`config.mk`:
```
export PLATFORM = sky130hd
export DESIGN_NAME = data_mem_port
export DESIGN_NICKNAME = d
export VERILOG_FILES = /design/src/rtl/data_mem_port_pkg.sv /design/src/rtl/data_mem_lane.sv /design/src/rtl/data_mem_port.sv
export SDC_FILE = /design/constraint.sdc
export NUM_CORES = 1
export LEC_CHECK = 0
export CAP_MARGIN = 20
export CORE_MARGIN = 3
export CORE_UTILIZATION = 25
export CTS_CLUSTER_SIZE = 8
export DETAILED_ROUTE_END_ITERATION = 8
export GPL_TIMING_DRIVEN = 1
export PLACE_DENSITY = 0.59
export SLEW_MARGIN = 5
export SYNTH_ARGS = -nofsm -noshare
export SYNTH_HDL_FRONTEND = slang
export SYNTH_SLANG_ARGS = --single-unit
```
`constraint.sdc`:
```
create_clock -name Clock -period 2.72 [get_ports Clock]
set_input_delay 0.408 -clock Clock [delete_from_list [all_inputs] [get_ports Clock]]
set_output_delay 0.408 -clock Clock [all_outputs]
set_load 0.1 [all_outputs]
```
`src/rtl/data_mem_port_pkg.sv`:
```
// Shared definitions for the MEM-stage data port: access-size encodings,
// byte-enable patterns, FSM state type and the lane/alignment helpers.
package data_mem_port_pkg;

    localparam logic [1:0] SIZE_BYTE = 2'b00;
    localparam logic [1:0] SIZE_HALF = 2'b01;
    localparam logic [1:0] SIZE_WORD = 2'b10;

    localparam logic [3:0] BE_BYTE = 4'b0001;
    localparam logic [3:0] BE_HALF = 4'b0011;
    localparam logic [3:0] BE_WORD = 4'b1111;

    typedef enum logic [1:0] {
        IDLE  = 2'b00,
        ISSUE = 2'b01,
        DONE  = 2'b10
    } state_t;

    // Size 2'b11 is treated as a word everywhere.
    function automatic logic [3:0] byte_enable(input logic [1:0] size, input logic [1:0] lane);
        case (size)
            SIZE_BYTE: return BE_BYTE << lane;
            SIZE_HALF: return BE_HALF << {lane[1], 1'b0};
            default:   return BE_WORD;
        endcase
    endfunction

    function automatic logic is_misaligned(input logic [1:0] size, input logic [1:0] lane);
        case (size)
            SIZE_BYTE: return 1'b0;
            SIZE_HALF: return lane[0];
            default:   return lane != 2'b00;
        endcase
    endfunction

endpackage

```
`src/rtl/data_mem_lane.sv`:
```
// Combinational lane unit: byte enables, store-data replication and
// load-data extraction with sign/zero extension (little-endian lanes).
module data_mem_lane
    import data_mem_port_pkg::*;
(
    input  logic [1:0]  size,
    input  logic [1:0]  lane,
    input  logic        load_unsigned,
    input  logic [31:0] store_data,
    input  logic [31:0] bus_rdata,
    output logic [3:0]  byte_en,
    output logic [31:0] bus_wdata,
    output logic [31:0] load_data
);

    logic [7:0]  load_byte;
    logic [15:0] load_half;
    logic        sign_fill;

    always_comb begin
        // NOTE: every output gets a value before the case so no path leaves a latch behind.
        byte_en   = byte_enable(size, lane);
        bus_wdata = store_data;
        load_data = bus_rdata;
        load_byte = bus_rdata[{lane, 3'b000} +: 8];
        load_half = bus_rdata[{lane[1], 4'b0000} +: 16];
        sign_fill = 1'b0;

        case (size)
            SIZE_BYTE: begin
                bus_wdata = {4{store_data[7:0]}};
                sign_fill = load_byte[7] & ~load_unsigned;
                load_data = {{24{sign_fill}}, load_byte};
            end
            SIZE_HALF: begin
                bus_wdata = {2{store_data[15:0]}};
                sign_fill = load_half[15] & ~load_unsigned;
                load_data = {{16{sign_fill}}, load_half};
            end
            SIZE_WORD, 2'b11: begin
                bus_wdata = store_data;
                load_data = bus_rdata;
            end
        endcase
    end

endmodule

```
`src/rtl/data_mem_port.sv`:
```
// MEM-stage load/store port: turns decoded loads/stores into aligned word-bus
// transactions and stalls the pipeline until done. Optional DATA_MEM_ALIGN_CHECK_EN
// rejects misaligned half/word accesses with BusError instead of issuing them.
module data_mem_port
    import data_mem_port_pkg::*;
#(
    parameter int ADDR_W         = 32,
    parameter int TIMEOUT_CYCLES = 64
) (
    input  logic              Clock,
    input  logic              Reset,
    input  logic              MemoryRE,
    input  logic              MemoryWE,
    input  logic [1:0]        SizeOut,
    input  logic              LoadUnsigned,
    input  logic [ADDR_W-1:0] Address,
    input  logic [31:0]       WriteData,
    output logic [31:0]       ReadData,
    output logic              Stall,
    output logic              BusError,
    output logic              BusReq,
    output logic              BusWE,
    output logic [ADDR_W-1:0] BusAddr,
    output logic [3:0]        BusByteEn,
    output logic [31:0]       BusWData,
    input  logic              BusAck,
    input  logic [31:0]       BusRData
);

    localparam int               CNT_W    = (TIMEOUT_CYCLES > 1) ? $clog2(TIMEOUT_CYCLES) : 1;
    localparam logic [CNT_W-1:0] CNT_LAST = CNT_W'(TIMEOUT_CYCLES - 1);

    state_t           state;
    logic [CNT_W-1:0] count;
    logic [1:0]       lane_q;
    logic [1:0]       size_q;
    logic             unsigned_q;

    logic             request;
    logic             align_fault;
    logic [1:0]       lane_size;
    logic [1:0]       lane_sel;
    logic [3:0]       lane_be;
    logic [31:0]      lane_wdata;
    logic [31:0]      lane_load;

    assign request = MemoryRE | MemoryWE;

    // In IDLE the lane unit sees the live request; afterwards the latched one.
    assign lane_size = (state == IDLE) ? SizeOut      : size_q;
    assign lane_sel  = (state == IDLE) ? Address[1:0] : lane_q;

`ifdef DATA_MEM_ALIGN_CHECK_EN
    assign align_fault = is_misaligned(SizeOut, Address[1:0]);
`else
    assign align_fault = 1'b0;
`endif

    assign Stall = ((state == IDLE) && request) || (state == ISSUE);

    data_mem_lane u_lane (
        .size          (lane_size),
        .lane          (lane_sel),
        .load_unsigned (unsigned_q),
        .store_data    (WriteData),
        .bus_rdata     (BusRData),
        .byte_en       (lane_be),
        .bus_wdata     (lane_wdata),
        .load_data     (lane_load)
    );

    always_ff @(posedge Clock) begin
        // NOTE: state is updated with non-blocking assignments so every branch reads pre-edge values.
        if (Reset) begin
            state      <= IDLE;
            count      <= '0;
            lane_q     <= '0;
            size_q     <= '0;
            unsigned_q <= 1'b0;
            ReadData   <= '0;
            BusError   <= 1'b0;
            BusReq     <= 1'b0;
            BusWE      <= 1'b0;
            BusAddr    <= '0;
            BusByteEn  <= '0;
            BusWData   <= '0;
        end else begin
            BusError <= 1'b0;
            case (state)
                IDLE: begin
                    if (request) begin
                        lane_q     <= Address[1:0];
                        size_q     <= SizeOut;
                        unsigned_q <= LoadUnsigned;
                        if (align_fault) begin
                            state    <= DONE;
                            BusError <= 1'b1;
                            ReadData <= '0;
                        end else begin
                            state     <= ISSUE;
                            count     <= '0;
                            BusReq    <= 1'b1;
                            BusWE     <= MemoryWE;
                            BusAddr   <= {Address[ADDR_W-1:2], 2'b00};
                            BusByteEn <= lane_be;
                            BusWData  <= lane_wdata;
                        end
                    end
                end
                ISSUE: begin
                    if (BusAck) begin
                        state     <= DONE;
                        BusReq    <= 1'b0;
                        BusWE     <= 1'b0;
                        BusByteEn <= '0;
                        ReadData  <= BusWE ? 32'h0 : lane_load;
                    end else if (count == CNT_LAST) begin
                        state     <= DONE;
                        BusReq    <= 1'b0;
                        BusWE     <= 1'b0;
                        BusByteEn <= '0;
                        BusError  <= 1'b1;
                        ReadData  <= '0;
                    end else begin
                        count <= count + 1'b1;
                    end
                end
                DONE: begin
                    // Pipeline advances on this edge, so the held request cannot retrigger.
                    state <= IDLE;
                end
                default: begin
                    state <= IDLE;
                end
            endcase
        end
    end

endmodule

```
==> results of run 1 <==
-- layout by cell type (no fill, tap or decap), types with 5 or more instances in the layout --
master	synthesis	routed
nand3_1	5	5
clkbuf_16	0	17
buf_4	8	128
inv_1	8	8
mux2i_1	35	33
a221o_1	5	5
nand2_1	138	138
o21ai_0	20	20
clkdlybuf4s50_1	0	102
a211o_1	10	10
o22ai_1	6	6
a22o_2	6	6
a21oi_1	67	66
a211oi_1	14	14
o2bb2ai_1	5	5
nor2_1	39	39
a311oi_1	9	9
dfxtp_1	114	114
o31ai_1	16	16
a31oi_1	5	5
-- cells by family after synthesis --
kind of cell | share of synthesized area [%]
DFF | 44.5
adders and majority gates | 0.244
buffers and inverters | 5.07
muxes | 8.00
AOI/OAI and AO/OA | 25.0
other | 0.0731
and+or+nand+nor | 16.8
xor gates and xnor gates | 0.341
-- area by class of cell --
type	count	area, sq um
diodes	1	2.50
clock buffers	22	454
clock inverters	10	110
fillers	2078	11900
inverters	8	30.0
multi-input cells	439	2630
flip-flops and latches	114	2280
well taps	265	332
repair buffers	233	2030
-- critical path, delay by kind of cell (launching register included) --
kind                   cells  cell delay, ns
buffers and inverters      1            0.17
multiplexers               1            0.33
flip-flops                 1            0.31
AND/OR/NAND/NOR            2            0.59
AO/OA/AOI/OAI              2            0.67
-- report_power, final --
group	internal [W]	switching (W)
sequential	0.00181	0.0000821
combinational	0.000572	0.00151
clock	0.00136	0.000799
-- worst max-delay path by stage --
stage                     startpoint           end  slack, ns  depth (start not counted)
after floorplan             state[1]  BusByteEn[0]       0.48                          6
after global placement    Address[0]  ReadData[10]       0.18                          6
after detailed placement  Address[0]  ReadData[11]       0.16                          6
after CTS                   state[1]  ReadData[11]       0.53                          6
after global routing        state[1]  ReadData[13]       0.46                          6
final                       state[1]  ReadData[11]       0.54                          6
-- sequential cells by signal (all words and copies together), names as in the netlist --
register and flops:
size_q 2, BusAddr 30, count 6, ReadData 32, state 2, unsigned_q 1
BusWData 32, lane_q 2, BusByteEn 4, BusReq 1, BusWE 1, BusError 1
-- per-layer routing --
layer	up-vias	wire length, um	part of all wire (%)	global-route usage (%)
li1	2579	-	-	-
met1	2396	7750	43	19.5
met2	183	8310	46	24.8
met3	14	1670	9.3	6.53
met4	0	202	1.1	4.81
met5	-	0	0	0
-- per-stage QoR --
step,util [%],worst slack (ns),hold slack [ns],cell area [sq um],std cells
after global placement,36.9,0.176,0.441,7300,1059
after detailed placement,36.9,0.161,0.446,7300,1059
after global routing,39.8,0.464,0.472,7870,1092
after CTS,39.8,0.534,0.455,7860,1091
after floorplan,-,0.478,0.460,5130,608
final,39.8,0.545,0.452,7870,1092
==> impl_metrics.yaml, run 1 <==
synth:
  yosys.area.top_type: "dfxtp_1"
  seq_area_frac_synth_pct: 44.5
  avgSynthCellArea_sq_um: 8.45
  synth_async_sr_flop_share_pct: 0
  syn_inst: 607
  synthesis.area_sq_um: 5130
  synth_edf_count: 0
  yosysMostFrequentCell: "nand2_1"
  yosysUniqueCellTypes: 57
  yosys.area.top_type_share_pct: 44.5
  synth_common_cells: "nand2_1, dfxtp_1, a21oi_1, nor2_1, mux2i_1"
  yosys_warnings: 0
  synthFlopType: "dfxtp_1"
  synth.area.top_cells: "dfxtp_1, nand2_1, mux2i_1"
  ys_ff_latch: 114
job:
  drv_cap: 0
setup_path:
  path_class: "reg -> reg"
  rr_worst_depth: 6
  regToRegEndpoint: "ReadData[11]"
  cp_cell_sequence: "buf_4 -> or3b_1 -> and2_1 -> mux2_4 -> a221o_2 -> a22o_2"
  cp_slowest_stage_delay_ns: 0.43
  slowest_stage: "a221o_2"
  crit_path_max_fanout: 12
  crit_arrival_ns: 2.48
  r2r_slack_ns: 0.54
  worstSetupEndpointType: "register"
  r2r-start: "state[1]"
  critPathLaunchType: "register"
  required_ns: 3.03
sta:
  fin_setup_tns_ns: 0
  drv_slew: 0
  tightest_slew_ns: 0.657
  fin_skew_ns: 0.0131
  setup_viol: 0
  hold_viol_final: 0
  max_freq_ghz: 0.460
  relSlewSlack_pct: 56.2
  grt_setup_unrepaired: "no"
  post-route-period-util_pct: 80.0
  period_minus_slack_ns: 2.18
clocking:
  clk_pin_slew_worst_paths_ns: 0.05
  post_cts_buffers: 0
  h-tree-depth: 4
  cts_resized: 0
  root_buffer: "clkbuf_16"
  numCtsBuffers: 17
  clk_path_buf_depth: 2
  cts_num_sinks: 114
  clk_latency_ns: 0.42
  holdBufCountCts: 0
  cts_tree: "yes"
detailed_routing:
  drc_errors: 0
  ant_nets: 0
  wl_per_cell_um: 16.4
  postRouteWirelength_um: 17900
  post_drt_via_cell_ratio: 4.74
  drtIter0Drc: 228
  drt_first_pass_iters: 4
  vias: 5172
worst_hold_path:
  hp-start: "BusAddr[9]"
  hold_depth: 2
  whs_endpoint: "BusAddr[9]"
  holdCritPathClass: "reg -> reg"
grt:
  first_global_vias: 5023
  antenna_found_initial: 1
  grt_pass1_wl_um: 27400
  grt_max_degree: 49
  grt_use_total_pct: 15.7
  grt_overflow_total: 0
placed_design:
  port_buffers: 205
  gp_congestion: 0.790
  dp_hpwl_um: 12900
run_status:
  outcome: "completed"
floorplan:
  fp.dieH_um: 149
  io_pins: 208
  dieWidth_um: 149
  fp.coreArea_sq_um: 19800
  row_count: 51
  die-area_sq_um: 22300
  start_util_pct: 25.9
layout:
  area_growth_pct: 53.3
  drive_gt1_share_pct: 22.3
  finalNetCount: 918
pwr:
  leakage_nw: 3.31
  total_power_w: 0.00614
  p_per_area_nw_per_um2: 780
  peakVddDrop_uv: 424
No activity file was read; power rests on OpenSTA's default activity.
==> inputs of run 2 (changes only) <==
- PLACE_DENSITY: 0.59 -> 0.61
- clock period: 2.72 -> 2 ns (I/O delays scaled with it)
==> impl_metrics.yaml, run 2 (synthesis results as in run 1) <==
clocking:
  clk_path_buf_depth: 2
  clk_pin_slew_worst_paths_ns: 0.06
  h-tree-depth: 4
  numCtsBuffers: 17
  root_buffer: "clkbuf_16"
  cts_tree: "yes"
  cts_num_sinks: 114
  clk_latency_ns: 0.41
detailed_routing:
  wl_per_cell_um: 16.4
  drt_first_pass_iters: 5
  vias: 5376
  postRouteWirelength_um: 18400
  drc_errors: 0
  post_drt_via_cell_ratio: 4.79
  ant_nets: 0
  drtIter0Drc: 191
layout:
  drive_gt1_share_pct: 26.8
  fillerInstances: 2017
  reg_top3: "BusWData (32), ReadData (32), BusAddr (30)"
  area_growth_pct: 62.2
  instances_no_fill: 1122
  layout_commonest_cell: "buf_4"
  finalNetCount: 949
  layout_common_cells: "buf_4, nand2_1, dfxtp_1"
  antenna_cells: 0
  finalInstanceArea_sq_um: 8320
floorplan:
  io_pins: 208
  start_util_pct: 25.9
  fp.dieH_um: 149
  fp.coreArea_sq_um: 19800
  die-area_sq_um: 22300
  row_count: 51
  dieWidth_um: 149
grt:
  grt_pass1_wl_um: 28700
  busiest_layer: "met2"
  grt_max_degree: 43
  grt_overflow_total: 0
  use_met1_pct: 20.4
  met3_usage_pct: 7.38
  use_met2_pct: 25.7
  antenna_found_initial: 3
  first_global_vias: 5148
  grt_use_total_pct: 16.3
sta:
  setup_viol: 0
  fin_setup_tns_ns: 0
  hold_viol_final: 0
  relSlewSlack_pct: 61.5
  tightest_slew_ns: 0.569
  drv_slew: 0
  grt_setup_unrepaired: "yes"
  max_freq_ghz: 0.510
  fin_skew_ns: 0.00959
  post-route-period-util_pct: 98.1
  setup_slack_ns: 0.0381
  period_minus_slack_ns: 1.96
worst_hold_path:
  hold_depth: 3
  hp-start: "Address[6]"
  holdCritPathClass: "in -> reg"
  whs_endpoint: "BusAddr[6]"
setup_path:
  r2r_slack_ns: 0.04
  worstSetupEndpointType: "register"
  required_ns: 2.29
  crit_path_max_fanout: 6
  rr_worst_depth: 7
  r2r-start: "state[1]"
  critPathLaunchType: "register"
  crit_arrival_ns: 2.26
  path_class: "reg -> reg"
  regToRegEndpoint: "ReadData[9]"
job:
  drv_cap: 0
run_status:
  outcome: "completed"
placed_design:
  post_dp_cell_area_sq_um: 7630
  gp_congestion: 0.837
  port_buffers: 205
  pre_cts_ws_ns: -0.462
  placed_cells: 1087
  dp_hpwl_um: 13400
pwr:
  total_power_w: 0.00877
  leakage_nw: 3.54
  p_per_area_nw_per_um2: 1050
  peakVddDrop_uv: 566
## run 2: how the worst max path moves through the flow
stage,endpoint,start,cells past startpoint,slack [ns]
after floorplan,ReadData[16],state[0],7,-0.02
after global routing,ReadData[1],state[0],7,-0.02
after detailed placement,ReadData[9],Address[0],6,-0.46
after CTS,ReadData[9],state[0],6,0.001
final,ReadData[9],state[1],7,0.04
after global placement,ReadData[11],Address[0],6,-0.44
## run 2: worst max-delay path, stage by stage, from the launching register on
cell     delay [ns]
dfxtp_2        0.35
buf_4          0.16
nor4b_1        0.54
a31oi_4        0.07
buf_4          0.19
mux2i_1        0.20
a21oi_1        0.10
a22o_2         0.23
## run 2: report_power, final
group | internal [W] | switching [W] | total [W]
Clock | 0.00201 | 0.00117 | 0.00318
Combinational | 0.000910 | 0.00210 | 0.00301
Sequential | 0.00246 | 0.000119 | 0.00258
Total | 0.00539 | 0.00339 | 0.00877
## run 2: what timing repair did
action,4_1_cts,5_1_grt
cloned,1,0
hold buffers,0,0
pin swaps,3,2
gates resized for setup,11,8
setup buffers,2,0
hold endpoints to repair,0,0
setup endpoints to repair,14,30
## run 2: routing by layer
| metal | vias up | wire, um |
|---|---|---|
| met4 | 6 | 247 |
| met5 | - | 40 |
| met3 | 20 | 2080 |
| met2 | 227 | 8460 |
| li1 | 2646 | - |
| met1 | 2477 | 7600 |
## run 2: per-stage QoR
step | util, % | hold slack [ns]
finish | 42.1 | 0.428
global route | 42.1 | 0.414
CTS | 41.9 | 0.404
detailed placement | 38.6 | 0.444
global placement | 38.6 | 0.441
floorplan | - | 0.376
## run 2: final cells by class
class	count	area, sq um	area share, %
clock buffers	18	439	5.28
clock inverters	14	176	2.12
inverters	8	30.0	0.361
multi-input cells	439	2700	32.4
flip-flops and latches	114	2290	27.5
well taps	265	332	3.98
repair buffers	264	2360	28.4
==> inputs of run 3 (changes only) <==
- SETUP_SLACK_MARGIN: default -> 0.2
==> impl_metrics.yaml, run 3 (synthesis results as in run 1) <==
setup_path:
  cp_cell_sequence: "or3b_1 -> and2_4 -> mux2_4 -> a221o_2 -> a22o_2"
  critPathLaunchType: "register"
  crit_arrival_ns: 2.28
  path_class: "reg -> reg"
  worstSetupEndpointType: "register"
  cp_slowest_stage_delay_ns: 0.43
  required_ns: 2.30
  slowest_stage: "a221o_2"
  crit_path_max_fanout: 7
grt:
  busiest_layer: "met2"
  grt_pass1_wl_um: 28100
  use_met2_pct: 24.9
  first_global_vias: 5079
  grt_max_degree: 48
  met3_usage_pct: 6.87
  grt_overflow_total: 0
  use_met1_pct: 20.6
  antenna_found_initial: 2
  grt_use_total_pct: 16.1
sta:
  fin_skew_ns: 0.00853
  hold_viol_final: 0
  setup_viol: 0
  tightest_slew_ns: 0.611
  post-route-period-util_pct: 98.6
  drv_slew: 0
  period_minus_slack_ns: 1.97
  relSlewSlack_pct: 59.3
  grt_setup_unrepaired: "yes"
  max_freq_ghz: 0.507
clocking:
  clk_latency_ns: 0.42
  cts_num_sinks: 114
  numCtsBuffers: 17
  clk_path_buf_depth: 2
  root_buffer: "clkbuf_16"
  cts_tree: "yes"
  clk_pin_slew_worst_paths_ns: 0.05
  h-tree-depth: 4
worst_hold_path:
  holdCritPathClass: "in -> reg"
detailed_routing:
  drc_errors: 0
  drtIter0Drc: 209
  postRouteWirelength_um: 19100
  drt_first_pass_iters: 5
  wl_per_cell_um: 16.8
  vias: 5447
  post_drt_via_cell_ratio: 4.77
  ant_nets: 0
floorplan:
  fp.dieH_um: 149
  io_pins: 208
  start_util_pct: 25.9
  dieWidth_um: 149
  fp.coreArea_sq_um: 19800
  die-area_sq_um: 22300
  row_count: 51
layout:
  reg_top3: "BusWData (32), ReadData (32), BusAddr (30)"
  finalNetCount: 969
  layout_common_cells: "buf_4, nand2_1, dfxtp_1"
  antenna_cells: 0
  layout_commonest_cell: "buf_4"
  instances_no_fill: 1141
  drive_gt1_share_pct: 33.1
  fillerInstances: 1954
  fin_util_pct: 44.9
  area_growth_pct: 73.2
placed_design:
  placed_cells: 1090
  gp_congestion: 0.818
  dp_hpwl_um: 13400
  port_buffers: 205
run_status:
  outcome: "completed"
job:
  drv_cap: 0
pwr:
  peakVddDrop_uv: 536
  p_per_area_nw_per_um2: 1010
  leakage_nw: 3.79
## run 3: power breakdown
group          switching [W]  leakage (nW)  internal [W]
Sequential          0.000119         0.937       0.00247
Combinational        0.00221          2.56       0.00105
Clock                0.00110         0.289       0.00205
## run 3: per-layer routing
| metal | vias to the layer above | share of wire, % | routed length [um] |
|---|---|---|---|
| li1 | 2675 | - | - |
| met1 | 2545 | 44 | 8390 |
| met2 | 197 | 46 | 8750 |
| met3 | 26 | 8.7 | 1660 |
| met4 | 4 | 1.6 | 305 |
| met5 | - | 0.18 | 34 |
## run 3: cell type report
class	count	area (sq um)	share of cell area, %
repair buffers	284	2620	29.5
clock inverters	8	128	1.44
flip-flops and latches	114	2290	25.7
multi-input cells	439	3020	33.9
inverters	8	30.0	0.338
well taps	265	332	3.73
clock buffers	23	478	5.38
## run 3: stage by stage
step	hold slack (ns)	instance area [sq um]	worst slack (ns)	total power, W	setup TNS (ns)
after floorplan	0.376	5210	-0.0126	0.00468	-0.195
after global placement	0.439	7690	-0.438	0.00562	-10.32
after detailed placement	0.446	7690	-0.452	0.00563	-11.09
after CTS	0.226	8390	0.0267	0.00887	0
after global routing	0.242	8890	-0.0330	0.00938	-0.233
final	0.240	8890	0.0271	0.00901	0
## run 3: critical path, delay by kind of cell (launching register included)
kind	cells	cell delay [ns]
compound gates	2	0.65
simple gates	2	0.56
flops	1	0.33
mux	1	0.32
## run 3: path summary, 6_finish.rpt
kind                startpoint           end  slack [ns]  depth (start not counted)
setup / recovery      state[0]  ReadData[12]        0.03                          5
hold / removal           Reset      state[0]        0.24                          3
setup reg to reg      state[0]  ReadData[12]        0.03                          5
hold reg to reg   ReadData[15]  ReadData[15]        0.45                          2
## run 3: timing repair
action                                  CTS  global route
endpoints found under the setup margin  107            62
cloned                                    0             5
buffers inserted                          8             7
pin swaps                                 5            15
endpoints found under the hold margin     0             0
hold buffers                              0             0
gates resized for setup                   9            79
==> variant 1, RTL diff (settings of run 1) <==
Set the parameter `ADDR_W` to 64 (it was 32).
--- a/src/rtl/data_mem_port.sv
+++ b/src/rtl/data_mem_port.sv
@@ -6,3 +6,3 @@
 #(
-    parameter int ADDR_W         = 32,
+    parameter int ADDR_W         = 64,
     parameter int TIMEOUT_CYCLES = 64
Ports: changed (resized Address and BusAddr); port bits go from 208 to 272. No check against the original RTL was run, so the function may have changed too.
==> variant 1 against run 1 <==
Worst setup slack got worse by 0.049 ns. Clock skew barely moved. Count of clock-buffer cells in the layout fell by 4. Power rose by 20%. Synthesized area rose by 20%. Sequential cell count rose by 32. Final cell count rose by 21%. Design area rose by 20%. Wire length rose by 24%. Largest cell class unchanged. Largest power group is now combinational cells. Highest routed layer is now met5.
==> variant 1: results (changes against run 1) <==
* Met2 Use GR at 24.2% (was 24.8%)
* Combined global-route utilization of all metal layers at 16.2% (was 15.7%)
* Vias per inst at 4.70 (was 4.74)
* M1 GR Usage at 21.6% (was 19.5%)
* Worst slack, placed at 0.243 ns (was 0.161 ns)
* Initial antenna violation count at 2 (was 1)
* DP Wirelength at 15.5 mm (was 12.9 mm)
* Switching power summed over all nets at 0.00305 W (was 0.00239 W)
* Max layer used: met5 (was met4)
* Synthesized-area fraction occupied by ao, oa, aoi and oai cells at 24.0% (was 25.0%)
* GR met3 Demand/Resource at 5.91% (was 6.53%)
* Placer Congestion at 0.782 (was 0.790)
* Worst voltage drop across the vdd grid at 0.355 mV (was 0.424 mV)
* Kind of cell with the highest combined delay on the critical path: buffers and inverters (was compound AO/OA/AOI/OAI gates)
* Setup ws final at 0.496 ns (was 0.545 ns)
* Fill count at 2434 (was 2078)
* Data arrival time of the critical path at 1.82 ns (was 2.48 ns)
* Post-synthesis mux area share at 4.07% (was 8.00%)
* Multi-input combinational cell area at 2980 sq um (was 2630 sq um)
* Crit path capture: Stall (was ReadData[11])
* Power Combinational at 0.00256 W (was 0.00208 W)
* Status: finished clean (unchanged)
* CTS root buf: sky130_fd_sc_hd__clkbuf_16 (unchanged)
* Synthesized-area fraction occupied by adder cells at 0.203% (was 0.244%)
* Via count at 6226 (was 5172)
* Starting DRT DRC Count at 360 (was 228)
* Share of async-settable or async-resettable flops after synthesis at 0% (unchanged)
* Sequential-to-total area share from yosys stat at 47.3% (was 44.5%)
* Reg-to-reg endpoint: BusByteEn[3] (was ReadData[11])
* Power attributed to the clock group at 0.00240 W (was 0.00216 W)
* Commonest cells in the synthesized netlist: sky130_fd_sc_hd__nand2_1 (215), sky130_fd_sc_hd__dfxtp_1 (146), sky130_fd_sc_hd__a21oi_1 (84) (was sky130_fd_sc_hd__nand2_1 (138), sky130_fd_sc_hd__dfxtp_1 (114), sky130_fd_sc_hd__a21oi_1 (67))
* Transition time at the pin with the least slew margin at 1.10 ns (was 0.657 ns)
* Hold/Removal Path Class: primary input to flop (was flop to flop)
* Comb power frac at 34.7% (was 33.9%)
* Number of cells produced by synthesis at 742 (was 607)
* Synthesized-area fraction occupied by xor and xnor cells at 0.284% (was 0.341%)
* Fraction of final layout cells sized beyond drive strength 1 at 21.4% (was 22.3%)
* Reg2reg path depth at 7 (was 6)
* Peak fanout along the critical path at 13 (was 12)
* Worst stage delay on the critical path at ~0.44 ns
* Post-Route Skew at 0.0136 ns (was 0.0131 ns)
* Global-route wire length before repair at 33.9 mm (was 27.4 mm)
* Yosys warning count at 0 (unchanged)
* Leakage power at 3.82 nW (was 3.31 nW)
* Antenna diode count at 0 (was 1)
* DP Cell Count at 1292 (was 1059)
* Met1 Routed Length at 10.2 mm (was 7.75 mm)
* First drt pass iteration count at 5 (was 4)
* NumNets Final at 1129 (was 918)
* Placed Instance Area at 8850 sq um (was 7300 sq um)
[variant 1: cell count changes in the layout (fill, tap and decap cells not counted), moves of 8 or more]
| cell | before | now |
|---|---|---|
| sky130_fd_sc_hd__a211o_1 | 10 | 2 |
| sky130_fd_sc_hd__mux2i_1 | 33 | 9 |
| sky130_fd_sc_hd__a21oi_1 | 66 | 83 |
| sky130_fd_sc_hd__buf_4 | 128 | 148 |
| sky130_fd_sc_hd__a311oi_1 | 9 | 19 |
| sky130_fd_sc_hd__clkdlybuf4s50_1 | 102 | 134 |
| sky130_fd_sc_hd__dfxtp_1 | 114 | 146 |
| sky130_fd_sc_hd__o21ai_0 | 20 | 40 |
| sky130_fd_sc_hd__nand2_1 | 138 | 215 |
[variant 1: layout make-up]
type	instances	share of cell area, %
Multi-Input combinational cell	536	31.6
Sequential cell	146	31.0
Timing Repair Buffer	286	26.8
Clock buffer	18	4.55
Tap cell	319	4.23
Clock inverter	14	1.64
Inverter	5	0.199
[variant 1: logic make-up (layout without fill, tap and decap cells)]
kind of cell | after synthesis | count (layout)
AND/OR/NAND/NOR | 289 | 289
other | 1 | 2
AO/OA/AOI/OAI | 221 | 221
flip-flops | 146 | 146
buffers and inverters | 61 | 323
XOR/XNOR | 2 | 2
multiplexers | 21 | 21
adder cells (fa/ha/maj) | 1 | 1
[variant 1: worst min path at each step]
stage / slack, ns / to / startpoint
2_1_floorplan: 0.44 / unsigned_q / unsigned_q
4_1_cts: 0.35 / BusWE / Reset
6_report: 0.37 / BusWE / Reset
5_1_grt: 0.36 / BusWE / Reset
3_5_place_dp: 0.44 / ReadData[22] / ReadData[22]
3_3_place_gp: 0.44 / ReadData[13] / ReadData[13]
==> variant 2, RTL diff (settings of run 1) <==
Made on the original files. Re-encode `state_t` (3 states) as one-hot, 3 bits wide.
--- a/src/rtl/data_mem_port_pkg.sv
+++ b/src/rtl/data_mem_port_pkg.sv
@@ -12,6 +12,6 @@
 
-    typedef enum logic [1:0] {
-        IDLE  = 2'b00,
-        ISSUE = 2'b01,
-        DONE  = 2'b10
+    typedef enum logic [2:0] {
+        IDLE  = 3'b001,
+        ISSUE = 3'b010,
+        DONE  = 3'b100
     } state_t;
Function: no difference found for any inputs over 4 cycles, from zero or initial values and one cycle with Reset high; so few cycles prove little.
==> variant 2 against run 1 <==
Synthesized area about the same. Power up 6.2%. Critical endpoint is now ReadData[5]. Wire length down 0.71%. Design area about the same. Sequential cell count up 1. Critical path depth unchanged. Largest power group unchanged. Largest cell class unchanged. Worst setup slack worse by 0.10 ns. Highest routed layer unchanged.
==> variant 2: results (changes against run 1) <==
* Num Clock Sinks at 115 (was 114)
* Global-route wire length before repair at 27.3 mm (was 27.4 mm)
* Pin count of the biggest net entering global routing at 82 (was 49)
* NumNets Final at 884 (was 918)
* Library cells used by synthesis at 51 (was 57)
* Worst stage delay on the critical path at 0.50 ns (was 0.43 ns)
* Leakage power at 3.25 nW (was 3.31 nW)
* Worst slack, placed at 0.212 ns (was 0.161 ns)
* Multi-input combinational cell area at 2640 sq um (was 2630 sq um)
* Placer Congestion at 0.848 (was 0.790)
* Seq. cell area at 2300 sq um (was 2280 sq um)
* Combined global-route utilization of all metal layers at 15.7% (about the same)
* Start point of the critical path: state[0] (was state[1])
* Post-Route Skew at 0.00699 ns (was 0.0131 ns)
* Critical Path Slowest Stage Cell: sky130_fd_sc_hd__mux2i_2 (was sky130_fd_sc_hd__a221o_2)
* Sequential-to-total area share from yosys stat at 44.9% (was 44.5%)
* Starting DRT DRC Count at 316 (was 228)
* Antenna diode count at 0 (was 1)
* Wire length per cell after detailed routing at 16.8 um (was 16.4 um)
* Initial antenna violation count at 0 (was 1)
* Clock buffer cells at 18 (was 22)
* Met2 WL post-DR at 8.26 mm (was 8.31 mm)
* Hold/Removal Path Class: primary input to flop (was flop to flop)
* Setup slack of the worst register-to-register path at 0.44 ns (was 0.54 ns)
* Via count at 5008 (was 5172)
* HP Start: Reset (was BusAddr[9])
* Transition time at the pin with the least slew margin at 0.997 ns (was 0.657 ns)
* Number of cells produced by synthesis at 575 (was 607)
* Fraction of final layout cells sized beyond drive strength 1 at 23.0% (was 22.3%)
* Status: finished clean (unchanged)
* Placed Instance Area at 7250 sq um (was 7300 sq um)
* Routed length on met3 at 1.32 mm (was 1.67 mm)
* DP Wirelength at 13.1 mm (was 12.9 mm)
* Cell area after layout at 7870 sq um (about the same)
* First drt pass iteration count at 5 (was 4)
* Met1 Routed Length at 7.85 mm (was 7.75 mm)
* Count of multi-input gates at 416 (was 439)
* Data arrival time of the critical path at 2.64 ns (was 2.48 ns)
* Fill count at 1996 (was 2078)
* Routed Wire Length at 17.8 mm (was 17.9 mm)
variant 2: cell families after synthesis:
| kind of cell | synth area share, % |
|---|---|
| flops | 44.9 |
| fa+ha+maj | 0.244 |
| buf+inv | 4.32 |
| simple gates | 15.7 |
| mux | 7.61 |
| compound gates | 27.1 |
| other cells | 0.0731 |
variant 2: path summary, 6_finish.rpt:
check           endpoint  cells past startpoint
max          ReadData[5]                      6
min             state[2]                      3
max reg2reg  ReadData[5]                      6
min reg2reg   BusAddr[6]                      2
variant 2: power by group:
| part | switching [W] | internal [W] |
|---|---|---|
| logic | 0.00162 | 0.000633 |
| clock network | 0.000871 | 0.00148 |
| registers | 0.0000921 | 0.00183 |
variant 2: routing by layer:
layer / global-route usage (%) / vias up
met5: 0 / -
met4: 5.40 / 0
met3: 5.41 / 21
met2: 23.6 / 179
met1: 20.9 / 2303
li1: - / 2505
